<file path="src/rtl/pipeline_pkg.sv">
// Shared types for the pipeline memory-port arbiter: FSM states and
// the identity of the requester that currently owns the memory port.
package pipeline_pkg;

    typedef enum logic [1:0] {
        ARB_IDLE  = 2'd0,
        ARB_ISSUE = 2'd1,
        ARB_WAIT  = 2'd2
    } arb_state_t;

    typedef enum logic {
        OWN_IF = 1'b0,
        OWN_D  = 1'b1
    } arb_owner_t;

endpackage

</file>
<file path="src/rtl/mem_port_arbiter_sat_counter.sv">
// Saturating up-counter with synchronous clear; tracks how many data
// grants in a row have been made while a fetch was kept waiting.
module sat_counter #(
    parameter int MAX = 4,
    parameter int W   = $clog2(MAX + 1)
) (
    input  logic         clk,
    input  logic         rst_n,
    input  logic         clr,
    input  logic         inc,
    output logic [W-1:0] cnt
);

    // Clear has priority over increment; the count holds at MAX.
    always_ff @(posedge clk) begin
        if (!rst_n) begin
            cnt <= '0;
        end else if (clr) begin
            cnt <= '0;
        end else if (inc && (cnt != W'(MAX))) begin
            cnt <= cnt + W'(1'b1);
        end else begin
            cnt <= cnt;
        end
    end

endmodule

</file>
<file path="src/rtl/mem_port_arbiter.sv">
// Shares one single-port instruction/data memory between fetch and
// load/store; data wins ties unless fetch has waited STARVE_MAX grants.
module mem_port_arbiter
    import pipeline_pkg::*;
#(
    parameter int ADDR_W     = 32,
    parameter int DATA_W     = 32,
    parameter int LAT        = 2,
    parameter int STARVE_MAX = 4
) (
    input  logic              CLK,
    input  logic              RST,
    input  logic              if_req,
    input  logic [ADDR_W-1:0] if_addr,
    output logic [DATA_W-1:0] if_rdata,
    output logic              if_valid,
    output logic              if_stall,
    input  logic              d_req,
    input  logic              d_we,
    input  logic [ADDR_W-1:0] d_addr,
    input  logic [DATA_W-1:0] d_wdata,
    output logic [DATA_W-1:0] d_rdata,
    output logic              d_valid,
    output logic              d_stall,
    output logic              mem_en,
    output logic              mem_we,
    output logic [ADDR_W-1:0] mem_addr,
    output logic [DATA_W-1:0] mem_wdata,
    input  logic [DATA_W-1:0] mem_rdata
);

    localparam int SW = $clog2(STARVE_MAX + 1);
    localparam int LW = $clog2(LAT + 1);

    arb_state_t      state_r;
    arb_owner_t      owner_r;
    logic [LW-1:0]   lat_cnt_r;
    logic [SW-1:0]   starve_cnt_s;
    logic            grant_d_s;
    logic            grant_if_s;
    logic            starve_inc_s;
    logic            starve_clr_s;

    // Stalls are combinational so a stage freezes in the request cycle itself.
    assign if_stall = if_req & ~if_valid;
    assign d_stall  = d_req & ~d_valid;

    // Arbitration: data priority, fetch forced through once starved.
    always_comb begin
        grant_d_s  = 1'b0;
        grant_if_s = 1'b0;
        if (d_req && if_req) begin
            if (starve_cnt_s == SW'(STARVE_MAX)) begin
                grant_if_s = 1'b1;
            end else begin
                grant_d_s = 1'b1;
            end
        end else if (d_req) begin
            grant_d_s = 1'b1;
        end else if (if_req) begin
            grant_if_s = 1'b1;
        end else begin
            grant_d_s  = 1'b0;
            grant_if_s = 1'b0;
        end
    end

    assign starve_inc_s = (state_r == ARB_IDLE) && grant_d_s && if_req;
    assign starve_clr_s = (state_r == ARB_IDLE) && grant_if_s;

    sat_counter #(
        .MAX (STARVE_MAX),
        .W   (SW)
    ) u_starve_cnt (
        .clk   (CLK),
        .rst_n (RST),
        .clr   (starve_clr_s),
        .inc   (starve_inc_s),
        .cnt   (starve_cnt_s)
    );

    // Access sequencer: grant, one-cycle strobe, fixed-latency wait, valid pulse.
    always_ff @(posedge CLK) begin
        if (!RST) begin
            state_r   <= ARB_IDLE;
            owner_r   <= OWN_IF;
            lat_cnt_r <= '0;
            mem_en    <= 1'b0;
            mem_we    <= 1'b0;
            mem_addr  <= '0;
            mem_wdata <= '0;
            if_valid  <= 1'b0;
            d_valid   <= 1'b0;
            if_rdata  <= '0;
            d_rdata   <= '0;
        end else begin
            if_valid <= 1'b0;
            d_valid  <= 1'b0;
            case (state_r)
                ARB_IDLE: begin
                    if (grant_d_s || grant_if_s) begin
                        owner_r   <= grant_d_s ? OWN_D : OWN_IF;
                        mem_en    <= 1'b1;
                        mem_we    <= grant_d_s & d_we;
                        mem_addr  <= grant_d_s ? d_addr : if_addr;
                        mem_wdata <= grant_d_s ? d_wdata : mem_wdata;
                        state_r   <= ARB_ISSUE;
                    end else begin
                        state_r <= ARB_IDLE;
                    end
                end
                ARB_ISSUE: begin
                    mem_en <= 1'b0;
                    mem_we <= 1'b0;
                    // Stores need no read-back, so they complete right after the strobe.
                    if ((owner_r == OWN_D) && mem_we) begin
                        d_valid <= 1'b1;
                        state_r <= ARB_IDLE;
                    end else begin
                        lat_cnt_r <= LW'(LAT);
                        state_r   <= ARB_WAIT;
                    end
                end
                ARB_WAIT: begin
                    lat_cnt_r <= lat_cnt_r - LW'(1'b1);
                    if (lat_cnt_r == LW'(1'b1)) begin
                        if (owner_r == OWN_D) begin
                            d_rdata <= mem_rdata;
                            d_valid <= 1'b1;
                        end else begin
                            if_rdata <= mem_rdata;
                            if_valid <= 1'b1;
                        end
                        state_r <= ARB_IDLE;
                    end else begin
                        state_r <= ARB_WAIT;
                    end
                end
                default: begin
                    state_r <= ARB_IDLE;
                end
            endcase
        end
    end

endmodule

</file>
<file path="config.mk">
export PLATFORM = sky130hd
export DESIGN_NAME = mem_port_arbiter
export DESIGN_NICKNAME = d
export VERILOG_FILES = /design/src/rtl/pipeline_pkg.sv /design/src/rtl/mem_port_arbiter_sat_counter.sv /design/src/rtl/mem_port_arbiter.sv
export SDC_FILE = /design/constraint.sdc
export NUM_CORES = 1
export LEC_CHECK = 0
export CORE_MARGIN = 4
export CORE_UTILIZATION = 45
export DETAILED_ROUTE_END_ITERATION = 10
export HOLD_SLACK_MARGIN = 0.1
export PLACE_DENSITY = 0.86
export SLEW_MARGIN = 20
export SYNTH_ARGS = -nofsm -noshare
export SYNTH_HDL_FRONTEND = slang
export SYNTH_SLANG_ARGS = --single-unit
export TNS_END_PERCENT = 20
</file>
<file path="constraint.sdc">
create_clock -name CLK -period 2.4 [get_ports CLK]
set_clock_uncertainty 0.05 [all_clocks]
set_input_delay 0.36 -clock CLK [delete_from_list [all_inputs] [get_ports CLK]]
set_output_delay 0.36 -clock CLK [all_outputs]
set_load 0.01 [all_outputs]
</file>
==> reports/metrics.yaml, run 1 <==
grt_max_degree: 70
num-fill-cells: 978
fin_setup_tns_ns: 0
ys_ff_latch: 140
synthesis.nets: 826
cts.path.max_buffers: 2
antenna_found_initial: 0
r2r_end: "mem_wdata[27]$_SDFFE_PN0P_"
insertedDiodeCount: 0
ios: 267
cts_tree: "built"
area_growth_pct: 57.1
synthesis.area_um2: 5760
worst_slack_ns: 0.391
required_ns: 1.99
fp.dieH_um: 121
coreArea_um2: 12600
fmax_mhz: 498
cts.sinks: 140
worst-setup-path-type: "input port to primary output"
regToRegStartpoint: "state_r[0]$_SDFF_PN0_"
synth_top_area_frac: 0.486
drtIter0Drc: 541
post-route-min-period_ns: 2.01
relSlewSlack: 0.586
end_kind: "primary output"
synth.distinct_cells: 29
post-route-util: 0.720
worstMarginPinSlew_ns: 0.622
hold_viol: 0
yosysSeqAreaShare: 0.486
dpl-instance-area_um2: 8530
multi_input_area_um2: 2610
post-route-cell-area_um2: 9050
die-area_um2: 14700
holdPathStages: 2
worstRegToRegCells: 5
drtAntennaViolNets: 0
fin_nets: 1069
io_buffers: 266
maxCapViolations: 0
grt_overflow: 0
cts_root_buf: "clkbuf_16"
num_rows: 41
dieWidth_um: 121
status: "complete, no violations"
finalSetupViolCount: 0
grt_pass1_wl_mm: 29.1
wl_per_cell_um: 16.9
avgSynthCellArea_um2: 8.40
yosys-top-cells-area: "dfxtp_1 49%, nand2_1 8.8%, o21ai_0 8.7%"
path_max_fanout: 3
viasPerCell: 5.36
grt_pass1_vias: 5700
power_leakage_nw: 3.18
final_cell_count_no_fill: 1112
gp_congestion: 0.814
irDropWorstVdd_mv: 0.443
first_pass_iters: 5
ctsResizeCount: 0
clock_latency_ns: 0.41
cts_hold_repair.buffers: 0
synth_top_area_cell: "dfxtp_1"
routed_wl_mm: 18.8
drc: 0
hold_slack_ns: 0.399
post_cts_buffers: 0
syn_inst: 686
maxSlewViolCount: 0
power.density_nw_per_um2: 661
htreeDepth: 4
tritoncts.num_buffers: 17
rsz0062_at_grt: "false"
drive_above_1_share: 0.0532
fin_crit_sh: 0.837
ff_latch_area_um2: 2800
startpoint_type: "input port"
initial_core_util: 0.458
cp.arrival_ns: 1.60
grtUsageTotal: 0.250
post-dp-hpwl_mm: 13.0
yosysWarnings: 0
place_inst: 1082
vias: 5955
preCtsSetupSlack_ns: 0.386
cts.reportedPaths.clkPinSlew_ns: 0.05
hp-class: "flip-flop to flip-flop"
reg2reg_slack_ns: 0.57
worstSetupEndpoint: "d_stall"
report.power.total_mw: 5.98
cp-startpoint: "d_req"
-- state kept, by name, summed over array words and instances, names as in the netlist --
signal            count
mem_we                1
mem_en                1
if_valid              1
d_rdata              32
state_r               2
lat_cnt_r             2
mem_addr             32
if_rdata             32
d_valid               1
owner_r               1
u_starve_cnt.cnt      3
mem_wdata            32
-- layout make-up --
class                   count  share of cell area
clock buffers              29              0.0575
clock inverters             1            0.000553
inverters                   6             0.00249
multi-input cells         476               0.288
flip-flops and latches    140               0.310
well taps                 172              0.0238
repair buffers            288               0.318
-- placed cells by master, fill, tap and decap left out, drive strengths merged, types with 2 or more instances in the layout --
cell	n
clkdlybuf4s50	265
dfxtp	140
nand2	136
o21ai	101
a21boi	100
a21oi	36
nand3	36
a31oi	32
clkbuf	29
buf	23
ha	7
inv	6
nor2b	5
nor2	4
and3	4
nand3b	3
and2	2
nand2b	2
a22oi	2
-- cells in the mapped netlist --
cell type	number
a211o_1	1
a21boi_0	60
a21boi_1	40
a21oi_1	36
a22oi_1	2
a31oi_1	32
and2_1	2
and3_1	4
and3b_1	1
buf_2	23
buf_4	9
buf_6	4
clkbuf_1	28
dfxtp_1	140
ha_1	7
inv_1	6
nand2_1	135
nand2_2	1
nand2b_1	2
nand3_1	36
nand3b_1	3
nand4_1	1
nor2_1	4
nor2b_1	5
nor3b_1	1
o211a_1	1
o21a_1	1
o21ai_0	100
o21ai_2	1
-- power breakdown --
part           internal [mW]  total, mW  switching (mW)
Combinational          0.592       1.09           0.495
Sequential              2.47       2.55          0.0739
Clock                   1.45       2.35           0.902
Total                   4.51       5.98            1.47
-- layer usage --
metal / vias up / wire length (µm) / GRT usage
met4: 0 / 362 / 0.0847
li1: 2862 / - / -
met1: 2801 / 7070 / 0.280
met3: 33 / 1860 / 0.0965
met5: - / 0 / 0
met2: 259 / 9550 / 0.436
-- critical path: stages --
cell             delay [ns]
clkdlybuf4s50_1        0.50
inv_1                  0.09
nor2_1                 0.10
clkdlybuf4s50_1        0.54
-- kinds of logic after synthesis --
kind of cell,after synthesis,share of synthesized area
compound gates,274,0.292
fa+ha+maj,7,0.0152
buf+inv,70,0.0617
simple gates,195,0.145
flops,140,0.486
-- worst min path at each step --
stage	start	to	slack, ns
final	d_rdata[9]$_SDFFE_PN0P_	d_rdata[9]$_SDFFE_PN0P_	0.40
after global routing	if_rdata[22]$_SDFFE_PN0P_	if_rdata[22]$_SDFFE_PN0P_	0.42
after CTS	d_rdata[9]$_SDFFE_PN0P_	d_rdata[9]$_SDFFE_PN0P_	0.40
after detailed placement	d_rdata[9]$_SDFFE_PN0P_	d_rdata[9]$_SDFFE_PN0P_	0.39
after global placement	d_rdata[3]$_SDFFE_PN0P_	d_rdata[3]$_SDFFE_PN0P_	0.39
after floorplan	u_starve_cnt.cnt[1]$_SDFFE_PP0P_	u_starve_cnt.cnt[1]$_SDFFE_PP0P_	0.41
Power figures use the tool's default switching activity.
==> run 2: changes to the inputs <==
--- a/config.mk
+++ b/config.mk
@@ -6,10 +6,10 @@
 export NUM_CORES = 1
 export LEC_CHECK = 0
 export CORE_MARGIN = 4
-export CORE_UTILIZATION = 45
+export CORE_UTILIZATION = 41
 export DETAILED_ROUTE_END_ITERATION = 10
 export HOLD_SLACK_MARGIN = 0.1
-export PLACE_DENSITY = 0.86
+export PLACE_DENSITY = 0.8
 export SLEW_MARGIN = 20
 export SYNTH_ARGS = -nofsm -noshare
 export SYNTH_HDL_FRONTEND = slang
==> constraint.sdc (replaced) <==
create_clock -name CLK -period 1.9 [get_ports CLK]
set_clock_uncertainty 0.05 [all_clocks]
set_input_delay 0.285 -clock CLK [delete_from_list [all_inputs] [get_ports CLK]]
set_output_delay 0.285 -clock CLK [all_outputs]
set_load 0.01 [all_outputs]
==> run 2 against run 1 <==
  * Non-clock buffer count down 1
  * Sequential cell count unchanged
  * Combinational power up 28%
  * Via count down 2.3%
  * Critical path depth down 1
  * Worst setup slack worse by 0.28 ns
  * Die area up 9.1%
  * Sequential share of layout area down 0.44 points
  * Global-route usage down 2.4 points
  * Clock power up 37%
  * Wire length down 1.1%
  * Highest routed layer unchanged
==> reports/metrics.yaml, run 2 (synthesized netlist as in run 1, its figures left out) <==
post-dp-hpwl_mm: 12.9  # -1.1%
power_leakage_nw: 3.22  # +1.2%
post-route-cell-area_um2: 9180  # +1.4%
post_cts_buffers: 0  # unchanged
htreeDepth: 4  # unchanged
reg2reg_slack_ns: 0.24  # -0.33 ns
place_inst: 1089  # +0.65%
multi_input_area_um2: 2610  # unchanged
maxSlewViolCount: 0  # unchanged
power.density_nw_per_um2: 854  # +29%
grt_max_degree: 65  # -7.1%
ios: 267  # unchanged
worstRegToRegCells: 6  # +1
status: "complete, no violations"
coreArea_um2: 13800  # +10%
worstMarginPinSlew_ns: 0.384  # -0.238 ns
min_from: "RST"
drtAntennaViolNets: 0  # unchanged
cp-startpoint: "if_req"
fin_nets: 1068  # -0.094%
grt_pass1_wl_mm: 29.4  # +1.1%
first_pass_iters: 5  # unchanged
num-fill-cells: 1155  # +18%
initial_core_util: 0.417  # -0.0417
gp_congestion: 0.779  # -4.3%
r2r_end: "mem_addr[9]$_SDFFE_PN0P_"
cts_hold_repair.buffers: 0  # unchanged
irDropWorstVdd_mv: 0.736  # +66%
die-area_um2: 16000  # +9.1%
dpl-instance-area_um2: 8600  # +0.91%
num_rows: 43  # +4.9%
post-route-min-period_ns: 1.79
routed_wl_mm: 18.6  # -1.1%
min_to: "d_valid$_SDFF_PN0_"
drc: 0  # unchanged
final_common_cell: "clkdlybuf4s50_1"
cts_root_buf: "clkbuf_16"
insertedDiodeCount: 0  # unchanged
tritoncts.num_buffers: 17  # unchanged
cp.arrival_ns: 1.46  # -0.14 ns
dieWidth_um: 127  # +4.4%
grt_pass1_vias: 5752  # +0.91%
grt_overflow: 0  # unchanged
clock_latency_ns: 0.40  # about the same
vias: 5818  # -2.3%
startpoint_type: "input port"
path_max_fanout: 2  # -1
hp-class: "input port to flip-flop"
fp.dieH_um: 127  # +4.4%
io_buffers: 266  # unchanged
relSlewSlack: 0.744  # +0.159
final_cell_mix: "264 x clkdlybuf4s50_1, 140 x dfxtp_1, 135 x nand2_1"
cts.path.max_buffers: 2  # unchanged
drtIter0Drc: 388  # -28%
regToRegStartpoint: "u_starve_cnt.cnt[0]$_SDFFE_PP0P_"
grtUsageTotal: 0.226  # -0.0243
cts.reportedPaths.clkPinSlew_ns: 0.06  # about the same
cts.sinks: 140  # unchanged
viasPerCell: 5.19  # -3.1%
fmax_mhz: 558
area_growth_pct: 59.3
hold_viol: 0  # unchanged
maxCapViolations: 0  # unchanged
required_ns: 1.56  # -0.43 ns
drive_above_1_share: 0.0595  # +0.00632
rsz0062_at_grt: "false"
finalSetupViolCount: 0  # unchanged
wl_per_cell_um: 16.6  # -1.9%
ctsResizeCount: 1  # +1
worst-setup-path-type: "input port to primary output"
antenna_found_initial: 0  # unchanged
end_kind: "primary output"
holdPathStages: 3  # +1
ff_latch_area_um2: 2800  # unchanged
final_cell_count_no_fill: 1121  # +0.81%
fin_crit_sh: 0.943
cts_tree: "built"
-- run 2: cell types whose count changed in the layout (fill, tap and decap cells not counted), sizes merged --
cell | before | now
buf | 23 | 22
clkdlybuf4s50 | 265 | 264
clkinvlp | 0 | 4
dlygate4sd2 | 0 | 1
clkinv | 1 | 5
bufinv | 0 | 2
clkbuf | 29 | 21
-- run 2: routing by layer --
layer	routed length, µm	vias to the layer above	part of all wire	global-route usage
met5	0	-	0	0
met4	356	0	0.019	0.0700
met3	1810	23	0.097	0.0989
met2	9220	220	0.49	0.385
met1	7260	2720	0.39	0.256
li1	-	2855	-	-
-- run 2: how the worst max path moves through the flow --
stage / to / slack, ns
floorplan: mem_wdata[10]$_SDFFE_PN0P_ / 0.43
global placement: d_stall / -0.08
detailed placement: d_stall / -0.09
CTS: if_stall / 0.1
global route: if_stall / 0.06
finish: if_stall / 0.11
-- run 2: worst max-delay path: stages --
cell and delay (ns):
clkdlybuf4s50_1 0.50, nor2b_1 0.13, clkdlybuf4s50_1 0.54
-- run 2: cell type report --
class | count | share of cell area
Clock buffer | 21 | 0.0501
Multi-Input combinational cell | 476 | 0.284
Timing Repair Buffer | 287 | 0.320
Tap cell | 180 | 0.0245
Clock inverter | 11 | 0.0129
Sequential cell | 140 | 0.305
Inverter | 6 | 0.00245
-- run 2: stage by stage --
stage	utilization	setup WS, ns	hold slack (ns)	TNS [ns]	total power, mW
final	0.664	0.108	0.261	0	7.84
after global routing	0.664	0.0611	0.273	0	8.20
after CTS	0.664	0.0997	0.258	0	7.92
after detailed placement	0.622	-0.0886	0.394	-0.0886	4.68
after global placement	0.622	-0.0833	0.391	-0.0833	4.66
after floorplan	-	0.425	0.370	0	3.85
-- run 2: power by group --
| group | total [mW] | internal [mW] | switching (mW) |
|---|---|---|---|
| sequential | 3.22 | 3.12 | 0.0977 |
| clock | 3.22 | 1.99 | 1.23 |
| combinational | 1.40 | 0.784 | 0.620 |
| total | 7.84 | 5.90 | 1.94 |
